### src/rtl/cond_pkg.sv
// Shared condition-code definitions and the pure evaluator used by the
// condition-check pipeline and its reference model.
package cond_pkg;

    typedef logic [2:0] cond_t;

    localparam cond_t COND_NEVER  = 3'b000;
    localparam cond_t COND_EQZ    = 3'b001;
    localparam cond_t COND_LTZ    = 3'b010;
    localparam cond_t COND_LEZ    = 3'b011;
    localparam cond_t COND_ALWAYS = 3'b100;
    localparam cond_t COND_NEZ    = 3'b101;
    localparam cond_t COND_GEZ    = 3'b110;
    localparam cond_t COND_GTZ    = 3'b111;

    // Upper bit inverts the base test selected by the lower two bits.
    function automatic logic cond_eval(cond_t cond, logic z, logic n);
        logic base;
        case (cond[1:0])
            2'b00:   base = 1'b0;
            2'b01:   base = z;
            2'b10:   base = n;
            default: base = z | n;
        endcase
        return cond[2] ? ~base : base;
    endfunction

endpackage

### src/rtl/cond_flag_gen.sv
// Zero/negative flag generation for a WIDTH-bit operand; N is forced low
// when the operand is unsigned.
module cond_flag_gen #(
    parameter int WIDTH  = 8,
    parameter int SIGNED = 1
) (
    input  logic [WIDTH-1:0] value,
    output logic             z,
    output logic             n
);

    assign z = (value == '0);
    assign n = (SIGNED != 0) ? value[WIDTH-1] : 1'b0;

endmodule

### src/rtl/cond_check_pipe.sv
// Two-stage valid/ready condition checker: S1 holds flags, S2 is the output
// register; a saturating counter tallies delivered true results.
module cond_check_pipe
    import cond_pkg::*;
#(
    parameter int WIDTH  = 8,
    parameter int SIGNED = 1,
    parameter int TAG_W  = 4,
    parameter int CNT_W  = 16
) (
    input  logic             clk,
    input  logic             rst,
    input  logic             in_valid,
    output logic             in_ready,
    input  logic [WIDTH-1:0] in_value,
    input  logic [2:0]       in_cond,
    input  logic [TAG_W-1:0] in_tag,
    output logic             out_valid,
    input  logic             out_ready,
    output logic             out_result,
    output logic [TAG_W-1:0] out_tag,
    output logic [CNT_W-1:0] taken_count,
    input  logic             clr_count
);

    logic             in_z;
    logic             in_n;

    logic             s1_valid_q, s1_valid_d;
    logic             s1_z_q,     s1_z_d;
    logic             s1_n_q,     s1_n_d;
    cond_t            s1_cond_q,  s1_cond_d;
    logic [TAG_W-1:0] s1_tag_q,   s1_tag_d;

    logic             out_valid_q,  out_valid_d;
    logic             out_result_q, out_result_d;
    logic [TAG_W-1:0] out_tag_q,    out_tag_d;
    logic [CNT_W-1:0] cnt_q,        cnt_d;

    logic             s2_free;
    logic             s1_move;
    logic             in_fire;
    logic             out_fire;

    cond_flag_gen #(
        .WIDTH  (WIDTH),
        .SIGNED (SIGNED)
    ) u_flags (
        .value (in_value),
        .z     (in_z),
        .n     (in_n)
    );

    // NOTE: every always_comb output gets a default first so no path can infer a latch.
    always_comb begin
        s2_free  = !out_valid_q || out_ready;
        s1_move  = s1_valid_q && s2_free;
        in_ready = !s1_valid_q || s2_free;
        in_fire  = in_valid && in_ready;
        out_fire = out_valid_q && out_ready;

        s1_valid_d   = s1_valid_q;
        s1_z_d       = s1_z_q;
        s1_n_d       = s1_n_q;
        s1_cond_d    = s1_cond_q;
        s1_tag_d     = s1_tag_q;
        out_valid_d  = out_valid_q;
        out_result_d = out_result_q;
        out_tag_d    = out_tag_q;
        cnt_d        = cnt_q;

        if (in_fire) begin
            s1_valid_d = 1'b1;
            s1_z_d     = in_z;
            s1_n_d     = in_n;
            s1_cond_d  = in_cond;
            s1_tag_d   = in_tag;
        end else if (s1_move) begin
            s1_valid_d = 1'b0;
        end

        // Data words stay put when the consumer drains S2 with nothing behind it.
        if (s1_move) begin
            out_valid_d  = 1'b1;
            out_result_d = cond_eval(s1_cond_q, s1_z_q, s1_n_q);
            out_tag_d    = s1_tag_q;
        end else if (out_ready) begin
            out_valid_d = 1'b0;
        end

        if (clr_count) begin
            cnt_d = '0;
        end else if (out_fire && out_result_q && (cnt_q != '1)) begin
            cnt_d = cnt_q + CNT_W'(1);
        end
    end

    // NOTE: sequential state uses non-blocking assignments so every flop samples pre-edge values.
    always_ff @(posedge clk) begin
        if (rst) begin
            s1_valid_q   <= 1'b0;
            out_valid_q  <= 1'b0;
            out_result_q <= 1'b0;
            out_tag_q    <= '0;
            cnt_q        <= '0;
        end else begin
            s1_valid_q   <= s1_valid_d;
            out_valid_q  <= out_valid_d;
            out_result_q <= out_result_d;
            out_tag_q    <= out_tag_d;
            cnt_q        <= cnt_d;
        end
    end

    // NOTE: S1 payload is left unreset; it is only ever consumed while s1_valid_q is set.
    always_ff @(posedge clk) begin
        s1_z_q    <= s1_z_d;
        s1_n_q    <= s1_n_d;
        s1_cond_q <= s1_cond_d;
        s1_tag_q  <= s1_tag_d;
    end

    assign out_valid   = out_valid_q;
    assign out_result  = out_result_q;
    assign out_tag     = out_tag_q;
    assign taken_count = cnt_q;

endmodule

### config.mk
export PLATFORM = sky130hd
export DESIGN_NAME = cond_check_pipe
export DESIGN_NICKNAME = d
export VERILOG_FILES = /design/src/rtl/cond_pkg.sv /design/src/rtl/cond_flag_gen.sv /design/src/rtl/cond_check_pipe.sv
export SDC_FILE = /design/constraint.sdc
export NUM_CORES = 1
export LEC_CHECK = 0
export BUFFER_PORTS_ARGS = -buffer_cell sky130_fd_sc_hd__buf_2
export CAP_MARGIN = 10
export CORE_ASPECT_RATIO = 1.4
export CORE_MARGIN = 2
export CORE_UTILIZATION = 50
export CTS_CLUSTER_DIAMETER = 30
export CTS_CLUSTER_SIZE = 25
export DETAILED_ROUTE_END_ITERATION = 8
export HOLD_SLACK_MARGIN = 0.12
export PLACE_DENSITY = 0.78
export SYNTH_ARGS = -nofsm -noshare
export SYNTH_HDL_FRONTEND = slang
export SYNTH_SLANG_ARGS = --single-unit
### constraint.sdc
create_clock -name clk -period 2.2 [get_ports clk]
set_clock_uncertainty 0.1 [all_clocks]
set_input_delay 0.22 -clock clk [delete_from_list [all_inputs] [get_ports clk]]
set_output_delay 0.22 -clock clk [all_outputs]
set_load 0.03 [all_outputs]
Word level (Yosys, flattened, before mapping). Cells that the tools add are included. Widths: inputs -> output; s select.

Output and inout bits: 23. Bits of input ports: 20. Register bits after elaboration: 32. Memory bits (read-only): 0. RAM bits: 0. Memories: 0. Bits in latches: 0.

Eq/ne operators: 3. Bitwise logic cells: 2. Div/mod/pow operators: 0. Shift operators: 0. Mux-type cells: 7. Add/subtract/negate cells: 1. Multipliers: 0. Reduce and logical (&&, ||, !) cells: 14. Order comparisons: 0.

Operators by type and width (count): $add 16x1->16 const B (1); $ne 16x16->1 const B (1); $logic_not 8->1 (1); $mux 1 (6); $logic_and 1x1->1 (5); $reduce_bool 2->1 (2); $pmux 1 s3 (1); $eq 2x1->1 const B (1); $eq 2x2->1 const B (1); $logic_not 1->1 (2); $logic_not 2->1 (1); $logic_or 1x1->1 (2); $reduce_or 2->1 (1); $not 1->1 (1); $or 1x1->1 (1).

Depth between registers and ports, before layout.
Word-level depth: 6. Gate-level depth with buffers: 6. Gate-level depth less buffers: 5.

Modules after synthesis. From an unflattened synthesis, not the netlist that was laid out.

Cells, all modules: 141. Area, all modules: 1436.4 µm².

By module, submodules not included: cond_check_pipe (sequential area each 730.7 µm², area each 1410.1 µm², cells an instance 137, instances 1); cond_flag_gen (sequential area each 0.0 µm², area each 26.3 µm², cells an instance 4, instances 1).

Least setup slack after synthesis. OpenSTA, ideal clock, no wires.

Path type: register to register. Start: register cnt_q[0], in the netlist taken_count[0]. End: register cnt_q[3], in the netlist taken_count[3]. Stages on the path, launching flop included: 7. Slack: 30 ps. Clock period less this slack: 2170 ps. Setup time: 115 ps. Arrival time: 1955 ps. Data required time: 1985 ps. Path through: dfxtp_1 -> ha_1 -> nand4_1 -> nor4_2 -> buf_2 -> nor4_1 -> o21a_1.

Cells in the longest elaborated chain, start to end: 2. Elaborated cells between the ends (all ways): 3. Those cells by class: 1 x add/sub; 1 x eq/ne; 1 x reduce/logical.

Ends and longest elaborated chain: start: declaration (line cond_check_pipe.sv:38) `logic [CNT_W-1:0] cnt_q, cnt_d;`; start signal: assignment (line cond_check_pipe.sv:111) `cnt_q <= cnt_d;`; branches (longest 2 deep; another with $add 16x1->16).

Parallel ways; which one is timed is not known. A chain may end at the register's enable or synchronous reset.

Worst setup path after layout.
Start: register cnt_q[6], in the netlist taken_count[6]. End: register cnt_q[11], in the netlist taken_count[11].

The elaborated chain is that of the path after synthesis.

==> metrics <==
H-Tree Depth 2; num ports 43; worst vdd ir 802 uV; Endpoint, Worst Hold taken_count[4]$_SDFFE_PP0P_; Relative slew margins 72.5%; routed vias 1351; actual transition at the worst max-transition pin 409 ps; startpoint kind of the worst setup timing path flip-flop; worst-path maximum fanout 7; aggregate routed wire length 3430 um; Buffers on Ports 42; number of cells after detailed placement 215; area delta synth->final 31.4%; Setup Buffers After CTS 0; proportion of layout cells with a drive suffix above 1 27.8%; time the final worst path needs with I/O delays and setup 1910 ps; register-to-register setup slack 290 ps; critical path class flip-flop to flip-flop; highest cell delay on the worst timing path 600 ps; post_cts resized 0; die height 66.4 um; # setup viols final 0; share of the yosys chip area belonging to registers 52.5%; maximum number of pins on one net before global-route repair 19; width of the chip 48.6 um; cell family with the largest share of critical-path delay simple AND/OR/NAND/NOR gates; critical register-to-register path endpoint taken_count[11]$_SDFFE_PP0P_; power per unit of standard cell area 631 nW/um2; post-CTS clock slew at the launch and capture registers of the worst setup and hold paths 100 ps; setup repair after global routing missed its margin false; outcome finished, final reports clean; Hold Crit Start clr_count; Bufs and invs on worst path 0; post-synthesis instance total 140; unique cell type count in the Yosys netlist 36; FF-to-FF path depth 4; startpoint of the lowest-slack register-to-register path taken_count[6]$_SDFFE_PP0P_; reported leakage power 0.000741 uW; average vias per placed instance 5.77; # clock sinks 32; wire length of the first global-routing pass 5840 um; starting density of the core 52.7%; Period Utilization, post-route 87.0%; Worst path slowest cell sky130_fd_sc_hd__or4_4; sum of negative setup slack 0 ps; average routed wire per standard cell 14.6 um; Clk Tree Root Cell sky130_fd_sc_hd__clkbuf_4; primary flip-flop cell chosen by synthesis mapping sky130_fd_sc_hd__dfxtp_1; fraction of synthesis flops using an asynchronous set or reset pin 0%; number of warnings printed during yosys synthesis 0; worst hold-check path type primary input to flip-flop; crit-path cells nand4_2, or4_4, or4_1, a21oi_1; clock tree from TritonCTS yes; CTS max path bufs 2; Final Net Count 218; number of DRC violations after detailed routing 0; hold depth 3; antenna violations before repair 0; die area 3230 um2; Syn Area/Cell 9.95 um2; maximum capacitance violations 0; total number of placement rows 22; area inside the core boundary 2640 um2; Inserted Diodes 0; netlist area before placement 1390 um2; vias in the first global route 1323; violation count after the first detailed-routing iteration 39; source-to-sink clock delay at the later pin of the worst-skew pair 340 ps; routability congestion estimate 0.839; final hold vios 0; total congestion overflow 0; number of slew-limit violations in the final report 0; nature of the critical path endpoint flip-flop; total of flip-flops plus latches after synthesis 32; Critical Path RT 2380 ps; number of CTS-inserted buffers 5; GRT Resource Usage Total 24.0%; CP Data Arrival Time 2090 ps; antenna violation net count after detailed routing 0; maximum achievable frequency 0.523 GHz; post-synth net total 161; length of the first detailed-routing pass in iterations 4; number of enable flip-flop cells after synthesis 9; Detail Placement HPWL 2310 um; Final Non-Filler Cells 234
per-layer routing:
| layer | part of all wire (%) | GRT usage [%] | wire [um] |
|---|---|---|---|
| met2 | 56 | 48.8 | 1910 |
| met1 | 38 | 22.3 | 1300 |
| met5 | 0 | 0 | 0 |
| met3 | 4.6 | 5.88 | 158 |
| met4 | 1.6 | 9.64 | 55 |
synth_stat cells, types with 2 or more instances:
library cell	number	area (um2)
sky130_fd_sc_hd__nand3_1	8	40.0
sky130_fd_sc_hd__nand2_1	9	33.8
sky130_fd_sc_hd__o211ai_1	3	22.5
sky130_fd_sc_hd__o21ai_0	8	40.0
sky130_fd_sc_hd__o21a_1	2	15.0
sky130_fd_sc_hd__nor2_1	10	37.5
sky130_fd_sc_hd__and4_1	3	26.3
sky130_fd_sc_hd__nor3_1	3	15.0
sky130_fd_sc_hd__or3_1	8	50.1
sky130_fd_sc_hd__o31ai_1	3	22.5
sky130_fd_sc_hd__or4_1	6	45.0
sky130_fd_sc_hd__and3_1	2	12.5
sky130_fd_sc_hd__nand4_1	2	12.5
sky130_fd_sc_hd__a21oi_1	11	55.1
sky130_fd_sc_hd__nor4_1	3	18.8
sky130_fd_sc_hd__o31a_1	2	17.5
sky130_fd_sc_hd__edfxtp_1	9	270
sky130_fd_sc_hd__dfxtp_1	23	460
sky130_fd_sc_hd__mux2i_1	5	50.1
sky130_fd_sc_hd__clkbuf_1	4	15.0
power breakdown:
part	internal, uW	total [uW]	switching, uW	leakage, uW
Clock	238	438	200	0.0000422
Combinational	40.9	85.7	44.8	0.000424
Sequential	623	631	8.27	0.000275
Total	902	1150	253	0.000741
logic make-up (layout without fill, tap and decap cells):
family / after synthesis / count (layout) / synth area share, %
and+or+nand+nor: 62 / 62 / 26.0
xor gates and xnor gates: 1 / 1 / 0.629
DFF: 32 / 32 / 52.5
AOI/OAI and AO/OA: 33 / 33 / 14.7
muxes: 5 / 5 / 3.59
buffers and inverters: 6 / 64 / 1.71
adders and majority gates: 1 / 1 / 0.898
final cells by class:
class | instances | area, um2
Clock inverter | 2 | 35.0
Fill cell | 205 | 813
Multi-Input combinational cell | 102 | 638
Tap cell | 36 | 45.0
Sequential cell | 32 | 731
Clock buffer | 6 | 41.3
Inverter | 1 | 3.75
Timing Repair Buffer | 55 | 335
cell usage in the layout (no fill, tap or decap), drive strengths merged, types with 2 or more instances in the layout:
cell type    count
nand3            8
o211ai           3
o31ai            3
clkbuf           6
a21oi           11
buf             44
or3              8
o31a             2
nand2            9
or4              7
mux2i            5
nor4             4
and3             2
dfxtp           23
nor3             3
o21ai            8
nand4            3
edfxtp           9
dlygate4sd3     11
o21a             2
nor2            10
and4             3
worst min-delay path: stages:
cell                     delay [ps]
sky130_fd_sc_hd__buf_2           90
sky130_fd_sc_hd__nor2_1         100
sky130_fd_sc_hd__o21a_1         120
sequential cells by signal, summed over array words and instances, names as in the netlist:
name	flops
taken_count	16
out_result	1
s1_valid_q	1
s1_z_q	1
s1_cond_q	3
out_valid	1
s1_tag_q	4
s1_n_q	1
out_tag	4
worst max path at each step:
stage | startpoint | cells after the start | endpoint
6_report | taken_count[6]$_SDFFE_PP0P_ | 4 | taken_count[11]$_SDFFE_PP0P_
5_1_grt | taken_count[5]$_SDFFE_PP0P_ | 4 | taken_count[15]$_SDFFE_PP0P_
3_5_place_dp | taken_count[6]$_SDFFE_PP0P_ | 4 | taken_count[11]$_SDFFE_PP0P_
2_1_floorplan | taken_count[0]$_SDFFE_PP0P_ | 6 | taken_count[3]$_SDFFE_PP0P_
4_1_cts | taken_count[8]$_SDFFE_PP0P_ | 4 | taken_count[11]$_SDFFE_PP0P_
3_3_place_gp | taken_count[5]$_SDFFE_PP0P_ | 4 | taken_count[11]$_SDFFE_PP0P_
stage by stage:
step	utilization, %	total power [uW]	setup WS (ps)	area, um2	hold WS (ps)
final	69.2	1150	287	1830	129
after global routing	69.2	1200	160	1830	136
after CTS	69.2	1160	273	1830	126
after detailed placement	62.2	712	293	1640	299
after global placement	62.2	709	354	1640	297
after floorplan	-	683	30.1	1390	219
repair_timing:
item / in CTS / in global routing
endpoints found under the setup margin: 0 / 0
hold buffers: 11 / 0
endpoints found under the hold margin: 15 / 0
Power figures use the tool's default switching activity.
